--- src/rtl/pico_seq_pkg.sv ---
// Shared opcodes, FSM state encoding and instruction field positions for pico_seq.
package pico_seq_pkg;

    typedef enum logic [1:0] {
        ST_FETCH = 2'd0,
        ST_EXEC  = 2'd1,
        ST_HALT  = 2'd2
    } state_t;

    localparam logic [2:0] OP_JMP  = 3'b000;
    localparam logic [2:0] OP_JC   = 3'b001;
    localparam logic [2:0] OP_CALL = 3'b010;
    localparam logic [2:0] OP_RET  = 3'b011;
    localparam logic [2:0] OP_HALT = 3'b100;
    localparam logic [2:0] OP_LDC  = 3'b101;
    localparam logic [2:0] OP_DJNZ = 3'b110;
    localparam logic [2:0] OP_NOP  = 3'b111;

    localparam int BIT_CTRL = 15;
    localparam int OPC_MSB  = 14;
    localparam int OPC_LSB  = 12;
    localparam int LC_MSB   = 7;

endpackage

--- src/rtl/pico_seq_stack.sv ---
// Return-address LIFO for pico_seq; push/pop are ignored when full/empty respectively.
module pico_seq_stack #(
    parameter int ADDR_W = 8,
    parameter int DEPTH  = 4
) (
    input  logic              i_clk,
    input  logic              i_rst_n,
    input  logic              i_push,
    input  logic              i_pop,
    input  logic [ADDR_W-1:0] i_data,
    output logic [ADDR_W-1:0] o_top,
    output logic              o_full,
    output logic              o_empty
);
    localparam int IDX_W = $clog2(DEPTH);
    localparam int SP_W  = IDX_W + 1;

    logic [ADDR_W-1:0] r_mem [DEPTH];
    logic [SP_W-1:0]   r_sp;
    logic [IDX_W-1:0]  w_rd_idx;
    logic              w_do_push;
    logic              w_do_pop;

    assign w_rd_idx  = IDX_W'(r_sp - SP_W'(1));
    assign o_top     = r_mem[w_rd_idx];
    assign o_full    = (r_sp == SP_W'(DEPTH));
    assign o_empty   = (r_sp == '0);
    assign w_do_push = i_push && !o_full;
    assign w_do_pop  = i_pop && !o_empty;

    always_ff @(posedge i_clk or negedge i_rst_n) begin
        if (!i_rst_n) begin
            r_sp <= '0;
        end else if (w_do_push) begin
            r_sp <= r_sp + SP_W'(1);
        end else if (w_do_pop) begin
            r_sp <= r_sp - SP_W'(1);
        end
    end

    // Storage carries no reset: entries above the pointer are never read.
    always_ff @(posedge i_clk) begin
        if (w_do_push) begin
            r_mem[r_sp[IDX_W-1:0]] <= i_data;
        end
    end

endmodule

--- src/rtl/pico_seq.sv ---
// Two-cycle microsequencer fetching from a 1-cycle-latency ROM.
// Define PICO_SEQ_LOOP_EN to add the 8-bit loop counter (LDC / DJNZ); otherwise those opcodes are NOPs.
module pico_seq
    import pico_seq_pkg::*;
#(
    parameter int ADDR_W      = 8,
    parameter int DATA_W      = 8,
    parameter int INSTR_W     = 16,
    parameter int STACK_DEPTH = 4
) (
    input  logic               CLK,
    input  logic               RESETN,
    input  logic               RUN,
    input  logic               COND,
    output logic [ADDR_W-1:0]  RADDR,
    input  logic [INSTR_W-1:0] RDATA,
    output logic [DATA_W-1:0]  O,
    output logic [ADDR_W-1:0]  PC,
    output logic               HALTED,
    output logic               ERR
);
    // state    | meaning
    // ST_FETCH | RADDR=PC presented, ROM latches word; wait for RUN
    // ST_EXEC  | decode RDATA, update PC/O/stack
    // ST_HALT  | terminal until reset, HALTED=1

    state_t            r_state;
    logic [ADDR_W-1:0] r_pc;
    logic [DATA_W-1:0] r_o;
    logic              r_halted;
    logic              r_err;

    logic [ADDR_W-1:0] w_pc_inc;
    logic [ADDR_W-1:0] w_target;
    logic [ADDR_W-1:0] w_stack_top;
    logic [2:0]        w_opc;
    logic              w_is_ctrl;
    logic              w_exec;
    logic              w_push;
    logic              w_pop;
    logic              w_full;
    logic              w_empty;
    logic              w_unused;

`ifdef PICO_SEQ_LOOP_EN
    logic [7:0]        r_lc;
    logic [7:0]        w_lc_dec;
    assign w_lc_dec = r_lc - 8'd1;
`endif

    assign w_pc_inc  = r_pc + ADDR_W'(1);
    assign w_target  = RDATA[ADDR_W-1:0];
    assign w_is_ctrl = RDATA[BIT_CTRL];
    assign w_opc     = RDATA[OPC_MSB:OPC_LSB];
    assign w_exec    = (r_state == ST_EXEC);
    assign w_push    = w_exec && w_is_ctrl && (w_opc == OP_CALL) && !w_full;
    assign w_pop     = w_exec && w_is_ctrl && (w_opc == OP_RET) && !w_empty;
    assign w_unused  = ^RDATA;

    assign RADDR  = r_pc;
    assign PC     = r_pc;
    assign O      = r_o;
    assign HALTED = r_halted;
    assign ERR    = r_err;

    pico_seq_stack #(
        .ADDR_W (ADDR_W),
        .DEPTH  (STACK_DEPTH)
    ) u_stack (
        .i_clk   (CLK),
        .i_rst_n (RESETN),
        .i_push  (w_push),
        .i_pop   (w_pop),
        .i_data  (w_pc_inc),
        .o_top   (w_stack_top),
        .o_full  (w_full),
        .o_empty (w_empty)
    );

    always_ff @(posedge CLK or negedge RESETN) begin
        if (!RESETN) begin
            r_state  <= ST_FETCH;
            r_pc     <= '0;
            r_o      <= '0;
            r_halted <= 1'b0;
            r_err    <= 1'b0;
`ifdef PICO_SEQ_LOOP_EN
            r_lc     <= '0;
`endif
        end else begin
            case (r_state)
                ST_FETCH: begin
                    if (RUN) begin
                        r_state <= ST_EXEC;
                    end
                end
                ST_EXEC: begin
                    r_state <= ST_FETCH;
                    if (!w_is_ctrl) begin
                        r_o  <= RDATA[DATA_W-1:0];
                        r_pc <= w_pc_inc;
                    end else begin
                        case (w_opc)
                            OP_JMP: r_pc <= w_target;
                            OP_JC:  r_pc <= COND ? w_target : w_pc_inc;
                            OP_CALL: begin
                                // Overflowing call neither pushes nor jumps.
                                if (w_full) begin
                                    r_err    <= 1'b1;
                                    r_halted <= 1'b1;
                                    r_state  <= ST_HALT;
                                end else begin
                                    r_pc <= w_target;
                                end
                            end
                            OP_RET: begin
                                if (w_empty) begin
                                    r_err    <= 1'b1;
                                    r_halted <= 1'b1;
                                    r_state  <= ST_HALT;
                                end else begin
                                    r_pc <= w_stack_top;
                                end
                            end
                            OP_HALT: begin
                                r_halted <= 1'b1;
                                r_state  <= ST_HALT;
                            end
`ifdef PICO_SEQ_LOOP_EN
                            OP_LDC: begin
                                r_lc <= RDATA[LC_MSB:0];
                                r_pc <= w_pc_inc;
                            end
                            OP_DJNZ: begin
                                r_lc <= w_lc_dec;
                                r_pc <= (w_lc_dec != 8'd0) ? w_target : w_pc_inc;
                            end
`endif
                            default: r_pc <= w_pc_inc;
                        endcase
                    end
                end
                ST_HALT: r_state <= ST_HALT;
                default: r_state <= ST_FETCH;
            endcase
        end
    end

endmodule

--- config.mk ---
export PLATFORM = sky130hd
export DESIGN_NAME = pico_seq
export DESIGN_NICKNAME = d
export VERILOG_FILES = /design/src/rtl/pico_seq_pkg.sv /design/src/rtl/pico_seq_stack.sv /design/src/rtl/pico_seq.sv
export SDC_FILE = /design/constraint.sdc
export NUM_CORES = 1
export LEC_CHECK = 0
export CORE_MARGIN = 2
export CORE_UTILIZATION = 45
export DETAILED_ROUTE_END_ITERATION = 6
export GPL_TIMING_DRIVEN = 0
export HOLD_SLACK_MARGIN = 0.08
export PLACE_DENSITY = 0.82
export SLEW_MARGIN = 20
export SYNTH_ARGS = -nofsm -noshare
export SYNTH_HDL_FRONTEND = slang
export SYNTH_SLANG_ARGS = --single-unit
--- constraint.sdc ---
create_clock -name CLK -period 2.1 [get_ports CLK]
set_input_delay 0.42 -clock CLK [delete_from_list [all_inputs] [get_ports CLK]]
set_output_delay 0.42 -clock CLK [all_outputs]
set_load 0.02 [all_outputs]
==> flow_summary.ini, run 1 <==
[status]
status = completed

[synthesis]
syn-cell-area_mm2 = 0.00264
syn_avg_cell_area_um2 = 13.1
ys_ff_latch = 55
synthArstFlopShare = 0.418
synth_nets = 228
synth_xor_area_frac = 0.0298
synth_mux_area_frac = 0.115
synth_fa_ha_area_frac = 0.0284
synth-simple-area-share = 0.114
ys_warn_count = 0
seq_area_frac_synth = 0.581
synth_edf_count = 32
synthFlopType = edfxtp_1
netlist_instances = 202
synth_compound_area_frac = 0.0824
yosys.cell_types.count = 42
synth_top_family_by_area = multiplexers

[placed_design]
dp_hpwl_mm = 4.12
portBuffers = 41
dp_slack_ps = -435
place.gp.congestion = 0.831

[sta]
worst_slew_pin_slew_ps = 575
slew_violations = 0
layout_min_cycle_time_ps = 2040
timing.final.crit_share = 0.973
tns_ps = 0
holdWs_ps = 81.7
setup_viol = 0
maxSlewHeadroom = 0.616
rsz0062_at_grt = true
fin_ws_ps = 57.0
skew_ps = 3.61
fmax_mhz = 489
hold_viol = 0

[cts]
path_clk_slew_ps = 90
cts-root-buf = clkbuf_8
cts_sinks = 55
cts_tree = yes
cts_buffer_depth = 2
h-tree-depth = 2
cts_hold_buf = 0
insertion_delay_ps = 310
numCtsBuffers = 5

[floorplanning]
start_util = 0.474
die_x_um = 80.6
core_area_mm2 = 0.00557
ios = 46
dieHeight_um = 80.6
dieArea_mm2 = 0.00650
row_count = 27

[final_layout]
area_growth_syn_to_layout_pct = 26.6
nNetsFinal = 281
final_util = 0.600
insertedDiodeCount = 0
final_layout_size_suffix_gt1_frac = 0.223

[routing]
drc = 0
via_per_inst = 5.54
antenna_left = 0
routed_wl_mm = 5.82
drtIter0Drc = 118
dr.pass1.iters = 5
vias = 1817
post_drt_wl_per_cell_um = 17.7

[critical_path]
critical-path-max-stage-delay_ps = 500
crit_chain = clkdlybuf4s50_1 > buf_4 > nor3b_1 > and4_4 > and2_2
cp-end-kind = register
crit_family = simple AND/OR/NAND/NOR gates
path_buf_inv = 2
slowest_stage = clkdlybuf4s50_1
worstPathRequired_ps = 2100
critPathArrivalTime_ps = 2040
cp_max_fo = 10
crit_type = in2reg
startpoint_type = input pin

[global_routing]
grt_pass1_wl_mm = 9.05
overflow = 0
grt_pass1_vias = 1794
grt_start_max_net_pins = 24
antenna_found_initial = 0
track_usage = 0.192

[power]
p_per_area_mw_per_mm2 = 1360
power_leakage_uw = 0.00126
irDropWorstVdd_mv = 0.777

[run]
maxCapViolCount = 0

[worst_hold_path]
hp-class = in2async
-- logic make-up after synthesis --
logic type                 count (synthesis)
xor gates and xnor gates                   9
DFF                                       55
and+or+nand+nor                           58
adders and majority gates                  6
buffers and inverters                     20
muxes                                     24
AOI/OAI and AO/OA                         30
-- metal layers --
| layer | GRT usage | vias to the layer above | wire (um) |
|---|---|---|---|
| li1 | - | 842 | - |
| met1 | 0.249 | 882 | 2420 |
| met2 | 0.322 | 79 | 2960 |
| met3 | 0.0303 | 14 | 337 |
| met4 | 0.0780 | 0 | 101 |
| met5 | 0 | - | 0 |
-- worst paths after layout --
check	slack (ps)	endpoint	startpoint	depth (start not counted)
setup / recovery	60	u_stack.r_mem[0][4]	RDATA[13]	5
hold / removal	80	u_stack.r_sp[2]	RESETN	1
setup reg to reg	60	PC[0]	u_stack.r_sp[0]	8
hold reg to reg	460	r_state[0]	r_state[1]	1
max in group asynchronous	1630	PC[0]	RESETN	1
min in group CLK	460	r_state[0]	r_state[1]	1
-- where the power goes --
group | switching (uW) | internal (uW) | total [uW]
Combinational | 1100 | 1160 | 2260
Sequential | 233 | 1480 | 1710
Clock | 329 | 238 | 567
-- flip-flops by register name (all words and copies together) (netlist names) --
register       flops
PC                 8
O                  8
r_state            2
ERR                1
HALTED             1
u_stack.r_sp       3
u_stack.r_mem     32
-- metrics by stage --
stage          power, uW  area (um2)  std cells
2_1_floorplan       2960        2650        202
4_1_cts             4500        3320        329
3_5_place_dp        3770        3150        315
6_report            4540        3340        328
3_3_place_gp        3690        3150        315
5_1_grt             4780        3340        328
-- cell type report --
type / instances / area, um2
Clock buffer: 8 / 80.1
Timing Repair Buffer: 47 / 450
Fill cell: 448 / 2230
Multi-Input combinational cell: 127 / 1040
Sequential cell: 55 / 1540
Tap cell: 72 / 90.1
Buffer: 13 / 118
Inverter: 6 / 25.0
-- cell usage after synthesis (5+ instances only) --
library cell  number  share of area
ha_1               6          0.028
edfxtp_1          32           0.36
nand2_1           15          0.021
o21ai_0            6          0.011
mux2i_1            9          0.034
nand3_1            6          0.011
buf_4             12          0.034
mux2_2            11          0.047
nor2_1            12          0.017
dfrtp_1           23           0.22
xnor2_1            5          0.017
inv_1              6         0.0085
-- cell usage in the layout, fill, tap and decap left out, types with 9 or more instances in the layout --
cell,instances
mux2i_1,9
clkdlybuf4s50_1,40
buf_4,17
edfxtp_1,32
nor2_1,12
dfrtp_1,21
nand2_1,15
mux2_2,11
-- what timing repair did --
item                       4_1_cts  5_1_grt
gates resized for setup         14        7
pin swaps                        2        2
setup buffers                    6        0
setup endpoints to repair       40       18
Power figures use the tool's default switching activity.
==> run 2, diff against run 1 <==
CORE_UTILIZATION = 47   (was 45)
PLACE_DENSITY = 0.85   (was 0.82)
clock period = 1.67 ns   (was 2.1 ns; I/O delays follow)
==> run 2 against run 1 <==
Compared with the run above: the run now ends with setup timing left; final area increased by 6.6%; utilization increased by 5.2 points; count of clock-buffer cells in the layout decreased by 3; via count increased by 5.3%; first-iteration DRC count increased by 25%; global-route usage increased by 0.059 points; flip-flop and latch count unchanged; clock skew increased by 8.4 ps; power increased by 33%; combinational power increased by 43%; largest cell class unchanged; largest power group unchanged; highest routed layer unchanged.
==> flow_summary.ini, run 2 (synthesis gave the netlist of run 1 again) <==
[global_routing]
track_usage = 0.193
grt_start_max_net_pins = 24
antenna_found_initial = 0
grt_pass1_wl_mm = 8.96
grt_pass1_vias = 1787
overflow = 0

[routing]
drtIter0Drc = 147
post_drt_wl_per_cell_um = 17.8
via_per_inst = 5.56
dr.pass1.iters = 5
routed_wl_mm = 6.11
antenna_left = 0
drc = 0
vias = 1914

[critical_path]
worstPathRequired_ps = 1890
cp_max_fo = 7
crit_type = reg2reg
critPathArrivalTime_ps = 2140
path_buf_inv = 2
slowest_stage = dfrtp_1
crit_family = compound AO/OA/AOI/OAI gates
cp-end-kind = register
critical-path-max-stage-delay_ps = 440
startpoint_type = register
crit_chain = buf_12 > inv_8 > ha_4 > mux4_2 > a32oi_4 > a2111oi_2 > a21o_1

[sta]
hold_viol = 0
layout_min_cycle_time_ps = 1930
skew_ps = 12.0
slew_violations = 0
setup_viol = 43
maxSlewHeadroom = 0.601
timing.final.crit_share = 1.15
holdWs_ps = 476
fin_ws_ps = -256
rsz0062_at_grt = true
worst_slew_pin_slew_ps = 598
fmax_mhz = 519

[floorplanning]
dieHeight_um = 79.0
die_x_um = 79.0
dieArea_mm2 = 0.00624
start_util = 0.483
ios = 46
core_area_mm2 = 0.00547
row_count = 27

[final_layout]
layout_commonest_cell = edfxtp_1
insertedDiodeCount = 0
nFillCells = 396
nNetsFinal = 297
area_growth_syn_to_layout_pct = 34.9
final_cell_area_mm2 = 0.00357
register_area_mm2 = 0.00154
most-common-layout-cells = edfxtp_1, buf_4, clkdlybuf4s50_1, dfrtp_1
largest_reg_flops = 32
multi_input_area_mm2 = 0.00110
fin_cells = 344
final_layout_size_suffix_gt1_frac = 0.335

[status]
status = finished, violations left
violations = setup timing

[cts]
cts_tree = yes
cts_buffer_depth = 2
insertion_delay_ps = 320
h-tree-depth = 2
cts-root-buf = clkbuf_8
numCtsBuffers = 5
path_clk_slew_ps = 100
cts_sinks = 55

[placed_design]
portBuffers = 41
place.gp.congestion = 0.838
place_inst = 315
placedInstanceArea_mm2 = 0.00319
dp_slack_ps = -529
dp_hpwl_mm = 3.87

[power]
power_frac_seq = 0.348
switchingPower_uw = 2230
p_clk_frac = 0.119
power_leakage_uw = 0.00141
p_per_area_mw_per_mm2 = 1700
power_uw = 6060
p_int_uw = 3830
irDropWorstVdd_mv = 1.05
combPwrFrac = 0.533
netSwitchingFraction = 0.368

[run]
maxCapViolCount = 0

[worst_hold_path]
hp-class = reg2reg
[run 2: cell type report]
cell class              count  share of cell area
clock buffers               5              0.0193
flip-flops and latches     55               0.433
well taps                  72              0.0253
plain buffers              12              0.0309
clock inverters             3             0.00561
inverters                   6             0.00842
repair buffers             64               0.168
multi-input cells         127               0.309
[run 2: per-stage QoR]
stage	utilization	setup TNS [ps]
finish	0.652	-4070
global placement	0.583	-20990
floorplan	-	-1650
CTS	0.625	-2510
global route	0.652	-6690
detailed placement	0.583	-22410
[run 2: power by group through the flow]
stage / Clock, uW / Combinational (uW) / Sequential, uW
after floorplan: 0 / 1490 / 2350
after global placement: 0 / 2620 / 2140
after detailed placement: 0 / 2660 / 2160
after CTS: 727 / 2890 / 2100
after global routing: 803 / 3420 / 2150
final: 720 / 3230 / 2110
[run 2: what timing repair did]
| action | CTS | global route |
|---|---|---|
| gates resized for setup | 41 | 23 |
| pin swaps | 12 | 11 |
| hold buffers | 0 | 1 |
| endpoints found under the hold margin | 0 | 23 |
| setup buffers | 14 | 8 |
| setup endpoints to repair | 60 | 47 |
[run 2: worst register-to-register path, cell delays in order (launching register included)]
cell and delay [ps]:
dfrtp_1 440, buf_12 140, inv_8 30, ha_4 310
mux4_2 330, a32oi_4 290, a2111oi_2 110, a21o_1 180
[run 2: path summary, 6_finish.rpt]
path,slack [ps],depth (start not counted),end,from
setup / recovery,-260,7,PC[0],u_stack.r_sp[0]
hold / removal,480,1,r_state[0],r_state[1]
setup reg to reg,-260,7,PC[0],u_stack.r_sp[0]
hold reg to reg,480,1,r_state[0],r_state[1]
max in group asynchronous,770,2,PC[1],RESETN
min in group asynchronous,530,2,PC[7],RESETN
[run 2: routing by layer]
layer / vias up / part of all wire / global-route usage
li1: 883 / - / -
met4: 0 / 0.025 / 0.0724
met1: 921 / 0.40 / 0.252
met5: - / 0 / 0
met3: 16 / 0.066 / 0.0489
met2: 94 / 0.51 / 0.311
==> patch 1: new RTL, settings of run 2 <==
Add a define of `PICO_SEQ_LOOP_EN`.
--- a/src/rtl/pico_seq.sv
+++ b/src/rtl/pico_seq.sv
@@ -1,5 +1,7 @@
 // Two-cycle microsequencer fetching from a 1-cycle-latency ROM.
 // Define PICO_SEQ_LOOP_EN to add the 8-bit loop counter (LDC / DJNZ); otherwise those opcodes are NOPs.
+`define PICO_SEQ_LOOP_EN
+
 module pico_seq
     import pico_seq_pkg::*;
 #(
Function: changed (a bounded check fails within 4 cycles, from zero or initial values and one cycle with RESETN low).
==> patch 1 against run 2 <==
  * The flow still finishes with violations (setup timing)
  * Total power is 31% higher
  * Die area is 25% higher
  * Wire length is 47% higher
  * Setup slack worse by 170 ps
  * Via count is 49% higher
  * Critical endpoint is now PC[1]
  * Combinational power is 16% higher
  * Fmax is 8.0% lower
  * Count of clock-buffer cells in the layout is 4 higher
  * Final area is 28% higher
  * Sequential power is 21% higher
  * Largest power group unchanged
  * Final cell count is 32% higher
  * Synthesized area is 26% higher
  * Sequential cell count is 8 higher
==> patch 1: results (changes against run 2) <==
wire length of the first global-routing pass=13.5 mm (+51%); fraction of synthesis flops using an asynchronous set or reset pin=0.492 (+0.0739); status=complete, but fails checks; ratio of total power to cell area=1740 mW/mm2 (+2.2%); destination of the worst hold path=HALTED; instance count after placement with tap cells included=420 (+33%); crit path to=PC[1]; initial DRC count=362 (+150%); leakage power=0.00179 uW (+27%); area occupied by multi-input gates=0.00174 mm2 (+58%); combinational group power=3760 uW (+16%); fraction of the yosys area taken by sequential cells=0.522 (-0.0598); violations in the final reports=setup timing; nets@finish=382 (+29%); GR Util met1=0.328 (+0.0755); clock latency at the later pin of the worst-skew pair=340 ps (+20 ps); share of cell area taken by flip-flops and latches=0.381 (-0.0522); cell-internal power=4940 uW (+29%); ratio of cells with drive above 1 in the final layout=0.352 (+0.0174); peak supply drop=0.923 mV (-12%); arrival time reported for the critical path endpoint=2300 ps (+160 ps); Clock buffer cells=9 (+4); CTS clock-pin slew for the worst setup and hold paths=70 ps (-30 ps); area post-placement=0.00394 mm2 (+23%); cell types with the largest area share after synthesis=edfxtp_1 (29%), dfrtp_1 (23%), mux4_2 (5.4%), ha_1 (3.4%), o21ai_0 (3.3%); final worst-path setup slack=-424 ps (-167 ps); multiplexer area fraction after synthesis=0.0812 (-0.0339); worst reg-to-reg path cell count=10 (+3); most instantiated cells after synthesis=edfxtp_1 (32), dfrtp_1 (31), o21ai_0 (22), nor2_1 (21); Clock Network Area Fraction=0.0537 (+0.0287); Max-slew headroom=0.521 (-0.0808); filler cell count in the final layout=477 (+20%); Max H-tree Level=3 (+1); mean instance size in the synthesized netlist=11.7 um2 (-11%); Overall Global Routing Usage=0.232 (+0.0394); launch point of the worst hold path=HALTED; Avg WL per Cell=19.8 um (+11%); die height=88.2 um (+12%); comb_multi_in=194 (+53%); number of global-route vias before repair=2,593 (+45%); final weighted congestion in routability-driven placement=0.913 (+9.0%); final setup violating endpoints=50 (+16%)
patch 1: cell types whose count changed in the layout (fill, tap and decap cells not counted), sizes merged, moves of 7 or more:
cell	delta
o21ai	+17
clkbuf	+12
mux2i	-9
dfrtp	+8
a21oi	+7
nor2	+7
patch 1: metal layers:
layer  vias to the layer above  share of wire
li1                       1209              -
met2                       223           0.48
met5                         -              0
met1                      1378           0.40
met4                         0          0.022
met3                        34          0.089
patch 1: worst max-delay path: cells and delay by family (launching register included):
family                     cells  cell delay, ps
AOI/OAI and AO/OA              3             460
adders and majority gates      2             310
buffers and inverters          3             300
DFF                            1             390
and+or+nand+nor                2             470
patch 1: timing repair:
| item | 4_1_cts | 5_1_grt |
|---|---|---|
| endpoints found under the hold margin | 31 | 0 |
| gates resized for setup | 51 | 46 |
| pin swaps | 13 | 7 |
| setup endpoints to repair | 77 | 80 |
| buffers inserted | 14 | 3 |
| hold buffers | 1 | 0 |
==> patch 2: new RTL, settings of run 2 <==
Made on the original files. Make the reset (`RESETN` and `i_rst_n`) synchronous in 2 clocked blocks.
--- a/src/rtl/pico_seq_stack.sv
+++ b/src/rtl/pico_seq_stack.sv
@@ -28,7 +28,7 @@
     assign w_do_push = i_push && !o_full;
     assign w_do_pop  = i_pop && !o_empty;
 
-    always_ff @(posedge i_clk or negedge i_rst_n) begin
+    always_ff @(posedge i_clk) begin
         if (!i_rst_n) begin
             r_sp <= '0;
         end else if (w_do_push) begin
--- a/src/rtl/pico_seq.sv
+++ b/src/rtl/pico_seq.sv
@@ -77,7 +77,7 @@
         .o_empty (w_empty)
     );
 
-    always_ff @(posedge CLK or negedge RESETN) begin
+    always_ff @(posedge CLK) begin
         if (!RESETN) begin
             r_state  <= ST_FETCH;
             r_pc     <= '0;
Check against the original RTL: differs if RESETN is asserted again (counterexample within 4 cycles, from zero or initial values and one cycle with RESETN low); with RESETN held inactive, the same outputs for 10 cycles.
==> patch 2 against run 2 <==
  * Setup slack better by 190 ps
  * Critical endpoint is now PC[2]
  * Final area down 2.4%
  * Count of clock-buffer cells in the layout unchanged
  * The run still ends with setup timing left
  * Highest routed layer unchanged
  * Sequential cell count unchanged
  * Synthesized area up 1.0%
  * Synthesized cell count up 4.0%
  * Wire length down 6.0%
Power is not compared: it rests on default switching activity, and its combinational part moved more than twofold at a synthesized area within 25%.
==> patch 2: results (changes against run 2) <==
arrival time reported for the critical path endpoint=1940 ps (-200 ps); vias post-DR=1,938 (+1.3%); Max-slew headroom=0.648 (+0.0462); final setup violating endpoints=5 (-88%); fraction of synthesis flops using an asynchronous set or reset pin=0 (-0.418); Mapped Nets=236 (+3.5%); Overall Global Routing Usage=0.188 (-0.00492); worst slack after detailed placement=-647 ps (-119 ps); main combinational cell family by area after synthesis=compound AO/OA/AOI/OAI gates; final weighted congestion in routability-driven placement=0.792 (-5.5%); Avg WL per Cell=16.7 um (-6.3%); area share of xor/xnor cells in the synthesized design=0.0230 (-0.00687); status=complete, but fails checks; number of buffer cells added on primary ports=40 (-2.4%); violations in the final reports=setup timing; Post-Synth Adder-Cell Area=0.0281 (-0.000293); highest cell delay on the worst timing path=410 ps (-30 ps); nets@finish=298 (+0.34%); filler cell count in the final layout=379 (-4.3%); Max Clock Skew=4.37 ps (-7.64 ps); DP Wirelength=3.98 mm (+2.8%); highest fanout seen on the critical path=6 (-1); count of different cell masters after synthesis=57 (+36%); worst reg2reg startpoint=u_stack.r_sp[0]; ratio of cells with drive above 1 in the final layout=0.293 (-0.0415); worst reg-to-reg path cell count=6 (-1); final worst-path setup slack=-69.6 ps (+187 ps); destination of the worst hold path=r_state[0]; cell types with the largest area share after synthesis=edfxtp_1 (36%), dfxtp_1 (17%), mux4_2 (6.7%), mux2i_1 (3.0%), ha_1 (2.8%); most instantiated cells after synthesis=edfxtp_1 (32), dfxtp_1 (23), nor2_1 (11); largest net degree at the start of global routing=21 (-13%)
==> patch 2: per-layer routing <==
metal | GRT usage | vias up | routed length [um]
met5 | 0 | - | 0
met4 | 0.0690 | 0 | 61
met3 | 0.0441 | 6 | 275
met2 | 0.325 | 61 | 2990
met1 | 0.229 | 950 | 2420
li1 | - | 921 | -
==> patch 2: logic make-up (layout without fill, tap and decap cells) <==
| logic type | after synthesis | after routing |
|---|---|---|
| flops | 55 | 55 |
| xor+xnor | 7 | 7 |
| simple gates | 60 | 60 |
| compound gates | 42 | 42 |
| buf+inv | 24 | 87 |
| mux | 16 | 16 |
| fa+ha+maj | 6 | 6 |
==> patch 2: area by class of cell <==
class,count,share of cell area
Buffer,15,0.0287
Clock buffer,5,0.0198
Clock inverter,3,0.00826
Inverter,5,0.00755
Multi-Input combinational cell,131,0.340
Sequential cell,55,0.414
Tap cell,72,0.0259
Timing Repair Buffer,59,0.156
==> patch 2: worst max path at each step <==
stage | startpoint | end | slack, ps | depth (start not counted)
after floorplan | u_stack.r_sp[0] | PC[5] | -100 | 7
after global placement | RDATA[15] | u_stack.r_mem[0][6] | -590 | 5
after detailed placement | RDATA[14] | u_stack.r_mem[0][6] | -650 | 5
after CTS | u_stack.r_sp[0] | PC[5] | -50 | 6
after global routing | u_stack.r_sp[0] | PC[2] | -160 | 6
final | u_stack.r_sp[0] | PC[2] | -70 | 6
==> patch 2: power breakdown <==
| part | switching (uW) | internal (uW) |
|---|---|---|
| sequential | 33.7 | 1460 |
| combinational | 196 | 178 |
| clock | 471 | 317 |
| total | 702 | 1960 |
==> patch 2: what timing repair did <==
action / 4_1_cts / 5_1_grt
pin swaps: 3 / 12
buffers inserted: 8 / 11
endpoints found under the setup margin: 58 / 11
resized for setup: 44 / 11
==> patch 2: stage by stage <==
stage                     std cells  utilization  hold slack, ps  instance area (um2)
after floorplan                 210            -             427                 2710
after global placement          322        0.581             439                 3200
after detailed placement        322        0.581             455                 3200
after CTS                       336        0.615             468                 3380
after global routing            345        0.632             512                 3480
final                           345        0.632             466                 3480
==> patch 2: worst register-to-register path, cell delays in order (launching register included) <==
cell      delay, ps
dfxtp_4         410
inv_6            50
ha_4            310
buf_4           140
mux4_2          290
a222oi_1        320
a211oi_1        120
